==> src/rtl/sum_ascii_tx.sv <==
// Sends a 5-bit sum to a byte UART as two ASCII decimal digits, optionally followed by CR LF.
// Each byte uses a busy handshake. If the UART never acknowledges a byte, the frame aborts and a sticky error is set.
module sum_ascii_tx #(
    parameter int unsigned ACK_TIMEOUT = 16,
    parameter bit          SEND_CRLF   = 1'b1
) (
    input  logic       clk,
    input  logic       reset,
    input  logic       start,
    input  logic [4:0] sum,
    input  logic       uart_busy,
    output logic       uart_tx_en,
    output logic [7:0] uart_tx_data,
    output logic       busy,
    output logic       done,
    output logic       err
);

    localparam int unsigned CNT_W    = (ACK_TIMEOUT > 1) ? $clog2(ACK_TIMEOUT) : 1;
    localparam logic [1:0]  LAST_IDX = SEND_CRLF ? 2'd3 : 2'd1;

    typedef enum logic [2:0] {
        IDLE  = 3'd0,
        LOAD  = 3'd1,
        SEND  = 3'd2,
        ACK   = 3'd3,
        DRAIN = 3'd4
    } state_e;

    state_e             state_q, state_d;
    logic [1:0]         idx_q, idx_d;
    logic [CNT_W-1:0]   cnt_q, cnt_d;
    logic [4:0]         sum_q, sum_d;
    logic               tx_en_q, tx_en_d;
    logic [7:0]         tx_data_q, tx_data_d;
    logic               busy_q, busy_d;
    logic               done_q, done_d;
    logic               err_q, err_d;

    // Byte idx of the frame for captured sum s: tens digit, units digit, CR, LF
    function automatic logic [7:0] frame_byte(input logic [4:0] s, input logic [1:0] idx);
        logic [1:0] tens;
        logic [4:0] units;
        if (s >= 5'd30)      tens = 2'd3;
        else if (s >= 5'd20) tens = 2'd2;
        else if (s >= 5'd10) tens = 2'd1;
        else                 tens = 2'd0;
        units = s - (5'(tens) * 5'd10);
        case (idx)
            2'd0:    frame_byte = 8'h30 + 8'(tens);
            2'd1:    frame_byte = 8'h30 + 8'(units);
            2'd2:    frame_byte = 8'h0D;
            default: frame_byte = 8'h0A;
        endcase
    endfunction

    always_comb begin
        state_d = state_q;
        idx_d   = idx_q;
        cnt_d   = cnt_q;
        sum_d   = sum_q;
        tx_en_d = 1'b0;
        done_d  = 1'b0;
        err_d   = err_q;

        case (state_q)
            IDLE: begin
                // busy_q is still high for one cycle after a frame ends, which blocks a start in that cycle
                if (start && !busy_q) begin
                    sum_d   = sum;
                    err_d   = 1'b0;
                    state_d = LOAD;
                end
            end
            LOAD: begin
                idx_d   = 2'd0;
                state_d = SEND;
            end
            SEND: begin
                if (!uart_busy) begin
                    tx_en_d = 1'b1;
                    cnt_d   = '0;
                    state_d = ACK;
                end
            end
            ACK: begin
                if (uart_busy) begin
                    state_d = DRAIN;
                end else if (cnt_q == CNT_W'(ACK_TIMEOUT - 1)) begin
                    err_d   = 1'b1;
                    state_d = IDLE;
                end else begin
                    cnt_d = cnt_q + CNT_W'(1);
                end
            end
            DRAIN: begin
                if (!uart_busy) begin
                    if (idx_q == LAST_IDX) begin
                        done_d  = 1'b1;
                        state_d = IDLE;
                    end else begin
                        idx_d   = idx_q + 2'd1;
                        state_d = SEND;
                    end
                end
            end
            default: state_d = IDLE;
        endcase

        busy_d    = (state_d != IDLE) || (state_q != IDLE);
        tx_data_d = (state_d inside {SEND, ACK, DRAIN}) ? frame_byte(sum_d, idx_d) : 8'h00;
    end

    always_ff @(posedge clk) begin
        if (reset) begin
            state_q   <= IDLE;
            idx_q     <= '0;
            cnt_q     <= '0;
            sum_q     <= '0;
            tx_en_q   <= 1'b0;
            tx_data_q <= 8'h00;
            busy_q    <= 1'b0;
            done_q    <= 1'b0;
            err_q     <= 1'b0;
        end else begin
            state_q   <= state_d;
            idx_q     <= idx_d;
            cnt_q     <= cnt_d;
            sum_q     <= sum_d;
            tx_en_q   <= tx_en_d;
            tx_data_q <= tx_data_d;
            busy_q    <= busy_d;
            done_q    <= done_d;
            err_q     <= err_d;
        end
    end

    assign uart_tx_en   = tx_en_q;
    assign uart_tx_data = tx_data_q;
    assign busy         = busy_q;
    assign done         = done_q;
    assign err          = err_q;

endmodule

==> config.mk <==
export PLATFORM = sky130hd
export DESIGN_NAME = sum_ascii_tx
export DESIGN_NICKNAME = d
export VERILOG_FILES = /design/src/rtl/sum_ascii_tx.sv
export SDC_FILE = /design/constraint.sdc
export NUM_CORES = 1
export LEC_CHECK = 0
export ABC_AREA = 0
export BUFFER_PORTS_ARGS = -buffer_cell sky130_fd_sc_hd__buf_2
export CELL_PAD_IN_SITES_DETAIL_PLACEMENT = 0
export CELL_PAD_IN_SITES_GLOBAL_PLACEMENT = 1
export CORE_ASPECT_RATIO = 1.75
export CORE_MARGIN = 5
export CORE_UTILIZATION = 40
export CTS_CLUSTER_SIZE = 28
export DETAILED_ROUTE_END_ITERATION = 7
export MAX_ROUTING_LAYER = met4
export PLACE_DENSITY_LB_ADDON = 0.2
export SYNTH_ARGS = -nofsm -noshare
export SYNTH_HDL_FRONTEND = slang
export SYNTH_SLANG_ARGS = --single-unit
==> constraint.sdc <==
create_clock -name clk -period 2.5 [get_ports clk]
set_input_delay 0.125 -clock clk [delete_from_list [all_inputs] [get_ports clk]]
set_output_delay 0.125 -clock clk [all_outputs]
set_load 0.05 [all_outputs]
* Word-level counts from Yosys, hierarchy flattened
Index checks and enable logic that the tools add are counted.
Operators by class: $add $sub $neg 5, $mul 1, muxes and demuxes 26, eq/ne operators 16, reductions and logical operators 15, bitwise gates (word level) 3, $lt $le $gt $ge 3
Operators by type and width (count):
- $pmux W7 S3 | 1
- $mux W3 | 5
- $pmux W3 S5 | 1
- $eq A3 B2 Y1 const B | 4
- $mux W4 | 3
- $ge A5 B5 Y1 const B | 2
- $mux W2 | 5
- $mux W5 | 2
- $ne A2 B2 Y1 const B | 5
- $reduce_bool A3 Y1 | 3
- $pmux W4 S2 | 1
- $reduce_and A4 Y1 | 2
- $add A6 B2 Y7 const A | 1
- $add A6 B5 Y7 const A | 1
- $eq A3 B3 Y1 const B | 2
- $mux W1 | 6
- $ge A5 B4 Y1 const B | 1
- $sub A5 B5 Y5 | 1
- $add A4 B1 Y4 const B | 1
- $eq A2 B2 Y1 const B | 2
- $eq A4 B4 Y1 const B | 1
- $mul A2 B3 Y4 const B | 1
- $pmux W2 S2 | 1
- $reduce_bool A2 Y1 | 2
- other kinds (12) | 15
Word-level totals: word-level logic and storage cells 78, flip-flop bits (word level) 26, bits of input ports 9, output and inout bits 12

* Logic depth before layout (Yosys ltp)
Gate-level depths: netlist of run 1.
word-level depth 12, depth in mapped cells 13

* Worst setup path after synthesis of run 1
Ideal clock, no wire load.
path kind reg-to-reg, start register busy_q, in the netlist busy, end register tx_data_q[5], in the netlist uart_tx_data[5], required time 2353 ps, arrival 2278 ps, path buffers 1, slack 75 ps, cell stages (with the launch flop) 10, path through dfxtp_1 -> nand3b_4 -> buf_2 -> mux2i_1 -> inv_1 -> ha_1 -> a21o_1 -> a21oi_1 -> xnor2_1 -> a21boi_0
Between the ends: word-level cells in the longest chain between the ends 12, elaborated cells between the ends (all ways) 23, those cells by class 3 x add/sub; 1 x mul; 3 x order compare; 3 x eq/ne; 8 x mux; 1 x bitwise; 4 x reduce/logical
RTL lines:
- start: declaration | RTL line 36 | logic busy_q, busy_d;
- start signal: assignment | RTL line 132 | busy_q <= busy_d;
- $logic_not A1 Y1 * | RTL line 69 | if (start && !busy_q) begin
- $logic_and A1 B1 Y1 * | RTL line 69
- $mux W5 * | RTL line 69
- $mux W5 * | RTL line 66 | case (state_q)
- via sum_d[2] | RTL line 33 | logic [4:0] sum_q, sum_d;
- $ge A5 B4 Y1 | RTL line 46 | else if (s >= 5'd10) tens = 2'd1;
- $mux W1 | RTL line 46
- $mux W2 | RTL line 45 | else if (s >= 5'd20) tens = 2'd2;
- $mux W2 | RTL line 44 | if (s >= 5'd30) tens = 2'd3;
- $mul A2 B3 Y4 | RTL line 48 | units = s - (5'(tens) * 5'd10);
- $sub A5 B5 Y5 | RTL line 48
- $add A6 B5 Y7 | RTL line 51 | 2'd1: frame_byte = 8'h30 + 8'(units);
- $pmux W7 S3 * | RTL line 49 | case (idx)
- end signal: assignment | RTL line 131 | tx_data_q <= tx_data_d;
- end: declaration | RTL line 35 | logic [7:0] tx_data_q, tx_data_d;
The timed path passes the listed nets; every way through them passes the cells marked *. A chain may end at the register's enable or synchronous reset.

* Worst setup path after layout of run 1
start register state_q[2], end register tx_data_q[2], in the netlist uart_tx_data[2]
Between the ends: word-level cells in the longest chain between the ends 10, elaborated cells between the ends (all ways) 33, those cells by class 3 x add/sub; 1 x mul; 3 x order compare; 9 x eq/ne; 12 x mux; 1 x bitwise; 4 x reduce/logical
RTL lines:
- start: declaration | RTL line 30 | state_e state_q, state_d;
- start signal: assignment | RTL line 126 | state_q <= state_d;
- $logic_not A3 Y1 | RTL line 66
- $mux W5 | RTL line 66
- $ge A5 B4 Y1 | RTL line 46
- $mux W1 | RTL line 46
- $mux W2 | RTL line 45
- $mux W2 | RTL line 44
- $mul A2 B3 Y4 | RTL line 48
- $sub A5 B5 Y5 | RTL line 48
- $add A6 B5 Y7 | RTL line 51
- $pmux W7 S3 | RTL line 49
Several ways; a longest one is shown, not always the timed one.

==> results of run 1 <==
logic make-up after synthesis:
kind of cell / Yosys count / synth area share, %
AND/OR/NAND/NOR: 46 / 21.8
adder cells (fa/ha/maj): 7 / 7.16
multiplexers: 7 / 6.06
other: 1 / 0.298
buffers and inverters: 14 / 6.06
AO/OA/AOI/OAI: 35 / 19.1
XOR/XNOR: 2 / 1.39
flip-flops: 24 / 38.2
per-stage QoR:
step	power [mW]	util (%)	instance area (um2)	hold slack [ns]	worst slack (ns)
floorplan	0.626	-	1260	0.198	0.0752
global placement	0.671	44.5	1380	0.417	0.219
detailed placement	0.677	44.5	1380	0.417	0.165
CTS	0.937	46.3	1440	0.154	0.155
global route	0.990	46.3	1440	0.193	0.0171
finish	0.930	46.3	1440	0.152	0.222
cells in the mapped netlist, drive strengths merged:
cell type  count  share of area (%)
a211oi         4                2.8
a21bo          1               0.80
a21boi         1               0.60
a21o           2                1.2
a21oi         11                4.4
a22oi          1               0.60
a311oi         1                1.2
a31o           1               0.70
a31oi          1               0.50
and2           3                1.5
and3           3                1.5
and3b          1               0.70
buf            5                3.4
clkbuf         1               0.30
conb           1               0.30
dfxtp         24                 38
fa             1                1.6
ha             4                4.0
inv            8                2.4
maj3           2                1.6
mux2           2                2.1
mux2i          5                4.0
nand2          7                2.1
nand2b         1               0.50
nand3b         1                1.6
nand4b         1               0.70
nand4bb        1               0.89
nor2          15                4.5
nor3           6                3.3
nor3b          5                3.4
nor4b          1               0.70
o211a          2                1.6
o211ai         1               0.60
o21a           1               0.60
o21ai          7                2.8
o21ba          1               0.80
or3            1               0.50
xnor2          2                1.4
layout by cell type, fill, tap and decap left out, drive strengths merged, types with 2 or more instances in the layout:
cell	Yosys	layout
o21ai	7	7
clkbuf	1	4
and2	3	3
ha	4	4
nor3	6	6
mux2	2	2
mux2i	5	5
a211oi	4	4
nand2	7	7
nor2	15	15
o211a	2	2
xnor2	2	2
nor3b	5	5
buf	5	22
a21oi	11	11
and3	3	3
inv	8	8
dfxtp	24	24
a21o	2	2
maj3	2	2
where the power goes:
part / switching (mW) / internal, mW / leakage, nW / total [mW]
clock network: 0.122 / 0.140 / 0.0288 / 0.263
logic: 0.144 / 0.105 / 0.430 / 0.249
registers: 0.0172 / 0.401 / 0.195 / 0.419
total: 0.283 / 0.647 / 0.654 / 0.930
routing by layer:
metal | part of all wire (%) | wire length, um | global-route usage [%]
met5 | 0 | 0 | -
met3 | 2.7 | 72 | 1.95
met1 | 45 | 1190 | 15.9
met4 | 1.7 | 46 | 7.91
met2 | 50 | 1330 | 21.9
cell type report:
class                           instances  area [um2]
Clock buffer                            4        55.1
Fill cell                             331        1670
Inverter                                8        30.0
Multi-Input combinational cell         98         702
Sequential cell                        24         482
Tap cell                               43        53.8
Timing Repair Buffer                   22         118
critical path, delay by kind of cell (launching register included):
kind / cells / cell delay, ns
adders and majority gates: 2 / 0.68
and+or+nand+nor: 4 / 0.48
DFF: 1 / 0.41
AOI/OAI and AO/OA: 2 / 0.37
muxes: 1 / 0.15
buffers and inverters: 1 / 0.06
final timing paths:
| check | startpoint | to | slack (ns) | cells after the start |
|---|---|---|---|---|
| min reg2reg | sum_q[4] | sum_q[4] | 0.52 | 2 |
| max | state_q[2] | uart_tx_data[2] | 0.22 | 10 |
| min | sum[0] | sum_q[0] | 0.15 | 3 |
| max reg2reg | state_q[2] | uart_tx_data[2] | 0.22 | 10 |
registers in the layout, indices dropped and copies added, names as in the netlist:
signal,count
done,1
err,1
sum_q,5
state_q,3
busy,1
cnt_q,4
idx_q,2
uart_tx_data,6
uart_tx_en,1
==> metrics, run 1 <==
status=finished, final reports clean; number of remaining DRC errors=0; period utilization=91.1%; Die ar.=0.00441 mm2; first-pass GRT wire length=4.58 mm; Antenna Nets Post-Route=0; fin nets=171; drt first pass iters=4; hold_buf cts=0; ratio of cells with drive above 1 in the final layout=23.1%; HPWL Detailed=2.03 mm; Synth cell types=44; die width=52.4 um; drt total wl=2.64 mm; max-cap violation count=0; Max stage delay on crit path=0.48 ns; CTS Buf Count=3; initial antenna violation count=0; number of global-route vias before repair=1041; Iter 0 DRT Violations=23; Max Freq=0.439 GHz; final hold viol count=0; gr ovfl total=0; largest net degree at the start of global routing=16; via count=1018; gr usage total=13.7%; Setup Buffers After CTS=0; TritonCTS clock tree=yes; port bufs=19; CP arrival=2.42 ns; clock slew seen by the registers of the worst setup and hold paths=0.09 ns; Pwr Density=646 mW/mm2; syn_area_per_cell=9.26 um2; fin cells=199; CP Capture Type=flop; Synth Register Bits=24; Ys Warns=0; critical path type=flop to flop; RSZ-0062 raised after global routing=no; Max Slew Vio Count=0; htree depth=1; total negative setup slack=0 ns; Layout area overhead=14.4%; I/O Pins=21; Post-Syn Area=0.00126 mm2; slowest stage cell, crit path=fa_1; die height=84.2 um; Slew HR=59.9%; Core ar.=0.00311 mm2; via/cell ratio=5.12; Max VDD drop=0.329 mV; clock buffer depth=2; CP required=2.64 ns; row cnt=27; Post-CTS Resized=0; Static Leak=0.654 nW; Finish-stage setup viols=0; dpl cells=195; GPL Wtd Cong=0.833; Initial Utilization=40.5%; worst-path maximum fanout=10; hold crit path type=input pin to flop; register area share after synthesis=38.2%; # clock sinks=24; Worst-Margin Slew=0.594 ns; setup clock skew after layout=0.00292 ns; CP cell instances=nor3_4, nand3b_4, a211oi_1, a21o_1, inv_1, ha_1, fa_1, nor2_1, mux2i_1, nor2_1; syn nets=150; type of origin of the critical path=flop; most used cell, CP=nor2_1; n_diodes=0; Root Buffer Master=clkbuf_8; Mapped Cells=136; worst skew pair latency=0.26 ns; Tmin final=2.28 ns; DR WL/cell=13.3 um
No activity file was read; power rests on OpenSTA's default activity.
==> inputs of run 2 (changes only) <==
--- a/config.mk
+++ b/config.mk
@@ -7,7 +7,7 @@
 export LEC_CHECK = 0
 export ABC_AREA = 0
 export BUFFER_PORTS_ARGS = -buffer_cell sky130_fd_sc_hd__buf_2
-export CELL_PAD_IN_SITES_DETAIL_PLACEMENT = 0
+export CELL_PAD_IN_SITES_DETAIL_PLACEMENT = 1
 export CELL_PAD_IN_SITES_GLOBAL_PLACEMENT = 1
 export CORE_ASPECT_RATIO = 1.75
 export CORE_MARGIN = 5
==> run 2 against run 1 <==
Against the previous run:
- critical path depth did not move
- clock skew rose by 0.0021 ns
- highest routed layer unchanged
- critical endpoint unchanged
- maximum frequency fell by 1.3%
- power fell by 5.0%
- global-route usage rose by 0.64 points
- sequential share of layout area rose by 0.38 points
- via count rose by 1.2%
- critical path type unchanged
==> metrics, run 2 (synthesis results as in run 1) <==
max FFs per register=6; drt total wl=2.72 mm; Layout area overhead=13.4%; Static Leak=0.647 nW; CP Capture Type=flop; Area after DPL=0.00138 mm2; die width=52.4 um; setup clock skew after layout=0.00500 ns; drt first pass iters=4; ratio of cells with drive above 1 in the final layout=23.2%; die height=84.2 um; sink of the worst hold path=sum_q[0]; DR top layer=met4; met2 wire len=1.47 mm; Max stage delay on crit path=0.48 ns; clock slew seen by the registers of the worst setup and hold paths=0.08 ns; final hold viol count=0; slowest stage cell, crit path=fa_1; GPL Wtd Cong=0.833; multi-input logic area=702 um2; Hold Startpoint=sum[0]; max-cap violation count=0; n_diodes=0; HPWL Detailed=2.23 mm; WL met3=84 um; Core ar.=0.00311 mm2; commonest non-fill, non-tap cell in the layout=dfxtp_1; critical path type=flop to flop; CP cell instances=nor3_4, nand3b_4, a211oi_1, a21o_1, inv_1, ha_1, fa_1, nor2_1, mux2i_1, nor2_1; port bufs=19; Die ar.=0.00441 mm2; row cnt=27; Iter 0 DRT Violations=13; register area=483 um2; Setup Buffers After CTS=0; largest net degree at the start of global routing=16; CTS Buf Count=3; Tmin final=2.31 ns; # clock sinks=24; status=finished, final reports clean; gr ovfl total=0; fillcell total=382; I/O Pins=21; Finish-stage setup viols=0; Initial Utilization=40.5%; TritonCTS clock tree=yes; Max Freq=0.433 GHz; hold crit path type=input pin to flop; Max Slew Vio Count=0; via count=1030; final worst-path setup slack=0.192 ns; period utilization=92.3%; fin nets=171; RR Endpoint=uart_tx_data[2]; DR WL/cell=13.7 um; number of remaining DRC errors=0; type of origin of the critical path=flop; number of global-route vias before repair=1116; Max VDD drop=0.316 mV; via/cell ratio=5.20; r2r worst-path depth=10; first-pass GRT wire length=4.92 mm; met1 wire length=1.13 mm; most used cell, CP=nor2_1; most frequent cells in the layout=dfxtp_1 (22), buf_2 (19), nor2_1 (15); CP required=2.63 ns; htree depth=1; CP arrival=2.44 ns; Setup WS pre-CTS=0.130 ns; initial antenna violation count=0; RSZ-0062 raised after global routing=no; final instance area=0.00143 mm2; Reg2Reg Setup Slack=0.19 ns; Root Buffer Master=clkbuf_8; clock buffer depth=2; gr usage total=14.4%; worst-path maximum fanout=11; RR Startpoint=state_q[1]; Antenna Nets Post-Route=0; total negative setup slack=0 ns; Slew HR=60.1%; worst hold stages=3; Pwr Density=619 mW/mm2; Worst-Margin Slew=0.597 ns; worst skew pair latency=0.25 ns
## run 2: cell types whose count changed in the layout (fill, tap and decap cells not counted), sizes merged
cell,before,now
clkbuf,4,3
## run 2: routing by layer
| layer | vias up | GRT usage, % |
|---|---|---|
| li1 | 515 | - |
| met1 | 492 | 16.3 |
| met2 | 19 | 25.3 |
| met3 | 4 | 1.60 |
| met4 | 0 | 4.65 |
| met5 | - | - |
## run 2: metrics by stage
step           hold slack (ns)  total power, mW  utilization [%]  instances
2_1_floorplan            0.198            0.626                -        136
3_3_place_gp             0.417            0.671             44.5        195
3_5_place_dp             0.409            0.678             44.5        195
4_1_cts                  0.144            0.894             45.9        198
5_1_grt                  0.184            0.942             45.9        198
6_report                 0.144            0.883             45.9        198
## run 2: worst max path at each step
stage,startpoint,end,depth (start not counted)
after floorplan,busy,uart_tx_data[5],9
after CTS,state_q[1],uart_tx_data[2],10
after global routing,state_q[1],uart_tx_data[2],10
after detailed placement,state_q[1],uart_tx_data[2],10
final,state_q[1],uart_tx_data[2],10
after global placement,state_q[1],uart_tx_data[2],10
## run 2: cell type report
class / instances / area share (%)
multi-input cells: 98 / 49.2
repair buffers: 22 / 8.24
flip-flops and latches: 24 / 33.8
inverters: 8 / 2.10
well taps: 43 / 3.77
clock buffers: 3 / 2.89
## run 2: power by group
| part | switching [mW] | internal (mW) | total (mW) |
|---|---|---|---|
| Clock | 0.106 | 0.107 | 0.214 |
| Combinational | 0.145 | 0.106 | 0.251 |
| Sequential | 0.0173 | 0.401 | 0.419 |
## run 2: timing repair
item | CTS | global route
endpoints found under the setup margin | 0 | 2
hold buffers | 0 | 0
gates resized for setup | 0 | 2
## run 2: worst max-delay path: cells and delay by family, from the launching register on
kind | cells | cell delay [ns]
AO/OA/AOI/OAI | 2 | 0.41
adder cells (fa/ha/maj) | 2 | 0.68
buffers and inverters | 1 | 0.06
flip-flops | 1 | 0.38
multiplexers | 1 | 0.16
AND/OR/NAND/NOR | 4 | 0.49
==> inputs of run 3 (changes only) <==
--- a/config.mk
+++ b/config.mk
@@ -12,6 +12,7 @@
 export CORE_ASPECT_RATIO = 1.75
 export CORE_MARGIN = 5
 export CORE_UTILIZATION = 40
+export CTS_BUF_LIST = sky130_fd_sc_hd__clkbuf_16
 export CTS_CLUSTER_SIZE = 28
 export DETAILED_ROUTE_END_ITERATION = 7
 export MAX_ROUTING_LAYER = met4
==> run 3 against run 2 <==
Against the previous run:
- wire length is 1.4% higher
- utilization grew 1.2 points
- die area did not move
- sequential power about the same
- clock skew down 0.0027 ns
- critical endpoint unchanged
==> metrics, run 3 (synthesis results as in run 1) <==
Die ar.=0.00441 mm2; Max Freq=0.433 GHz; CTS Buf Count=3; Layout area overhead=16.3%; die width=52.4 um; hold_buf cts=0; dpl cells=195; HPWL Detailed=2.23 mm; drt total wl=2.75 mm; Finish-stage setup viols=0; gr usage total=14.7%; fin cells=198; switching power total=285 uW; first-pass GRT wire length=4.93 mm; largest net degree at the start of global routing=16; clock buffer depth=2; Power Total=1.00 mW; ratio of cells with drive above 1 in the final layout=22.6%; GPL Wtd Cong=0.833; clock slew seen by the registers of the worst setup and hold paths=0.06 ns; Max Slew Vio Count=0; Setup WS pre-CTS=0.130 ns; Pwr Density=686 mW/mm2; initial antenna violation count=0; via/cell ratio=5.22; switching share of power=28.4%; Worst-Margin Slew=0.617 ns; via count=1033; Initial Utilization=40.5%; worst skew pair latency=0.25 ns; setup clock skew after layout=0.00234 ns; Clock power frac=33.2%; DR WL/cell=13.9 um; CP Capture Type=flop; fin nets=171; critical path type=flop to flop; TritonCTS clock tree=yes; final core occ=47.1%; number of global-route vias before repair=1128; Max VDD drop=0.393 mV; I/O Pins=21; Static Leak=0.663 nW; worst hold slack=0.144 ns; # clock sinks=24; number of remaining DRC errors=0; Setup Buffers After CTS=0; drt first pass iters=4; Logic pwr share=25.1%; Slew HR=58.7%; type of origin of the critical path=flop; max FFs per register=6; CP required=2.62 ns; htree depth=1; Reg2Reg Setup Slack=0.19 ns; Root Buffer Master=clkbuf_16; n_diodes=0; Iter 0 DRT Violations=19; most frequent cells in the layout=dfxtp_1 (24), buf_2 (19), nor2_1 (15); P_int=719 uW; status=finished, final reports clean; worst-path maximum fanout=11; die height=84.2 um; Core ar.=0.00311 mm2; multi-input logic area=707 um2; final hold viol count=0; fillcell total=373; hold crit path type=input pin to flop; final instance area=0.00146 mm2; row cnt=27; Area after DPL=0.00138 mm2; period utilization=92.3%; commonest non-fill, non-tap cell in the layout=dfxtp_1; total negative setup slack=0 ns; port bufs=19; register area=480 um2; Tmin final=2.31 ns; gr ovfl total=0; Post-CTS Resized=0; max-cap violation count=0; Antenna Nets Post-Route=0; Seq pwr share=41.7%; RSZ-0062 raised after global routing=no; final worst-path setup slack=0.192 ns; CP arrival=2.43 ns
-- run 3: cell count changes in the layout (fill, tap and decap cells not counted) --
cell       before  now
a211oi_1        3    2
dfxtp_2         2    0
clkbuf_8        3    0
dfxtp_1        22   24
a211oi_2        1    2
clkbuf_16       0    3
-- run 3: worst paths after layout --
path | from | to | cells past startpoint
worst max-delay path | state_q[1] | uart_tx_data[2] | 10
worst min-delay path | sum[0] | sum_q[0] | 3
worst max register to register | state_q[1] | uart_tx_data[2] | 10
worst min register to register | sum_q[0] | sum_q[0] | 2
-- run 3: area by class of cell --
| class | count | share of cell area (%) |
|---|---|---|
| clock buffers | 3 | 5.13 |
| repair buffers | 22 | 8.03 |
| inverters | 8 | 2.05 |
| multi-input cells | 98 | 48.3 |
| flip-flops and latches | 24 | 32.8 |
| well taps | 43 | 3.68 |
-- run 3: power groups by stage --
| stage | Combinational (mW) | Clock [mW] | Sequential, mW |
|---|---|---|---|
| 6_report | 0.252 | 0.333 | 0.419 |
| 4_1_cts | 0.253 | 0.340 | 0.419 |
| 3_5_place_dp | 0.251 | 0 | 0.427 |
| 3_3_place_gp | 0.245 | 0 | 0.426 |
| 2_1_floorplan | 0.180 | 0 | 0.446 |
| 5_1_grt | 0.279 | 0.359 | 0.422 |
-- run 3: worst max-delay path, cell delays in order, from the launching register on --
cell and delay [ns]:
dfxtp_1 0.41, nor3_4 0.25, nand3b_4 0.17, a211oi_2 0.19, a21o_1 0.16, inv_1 0.06
ha_1 0.20, fa_1 0.48, nor2_1 0.04, mux2i_1 0.16, nor2_1 0.05
-- run 3: metal layers --
metal / up-vias / part of all wire (%) / track usage (%) / wire, um
met2: 16 / 53 / 25.1 / 1450
li1: 517 / - / - / -
met5: - / 0 / - / 0
met1: 493 / 42 / 16.5 / 1170
met3: 7 / 3.1 / 2.13 / 85
met4: 0 / 1.9 / 6.05 / 51
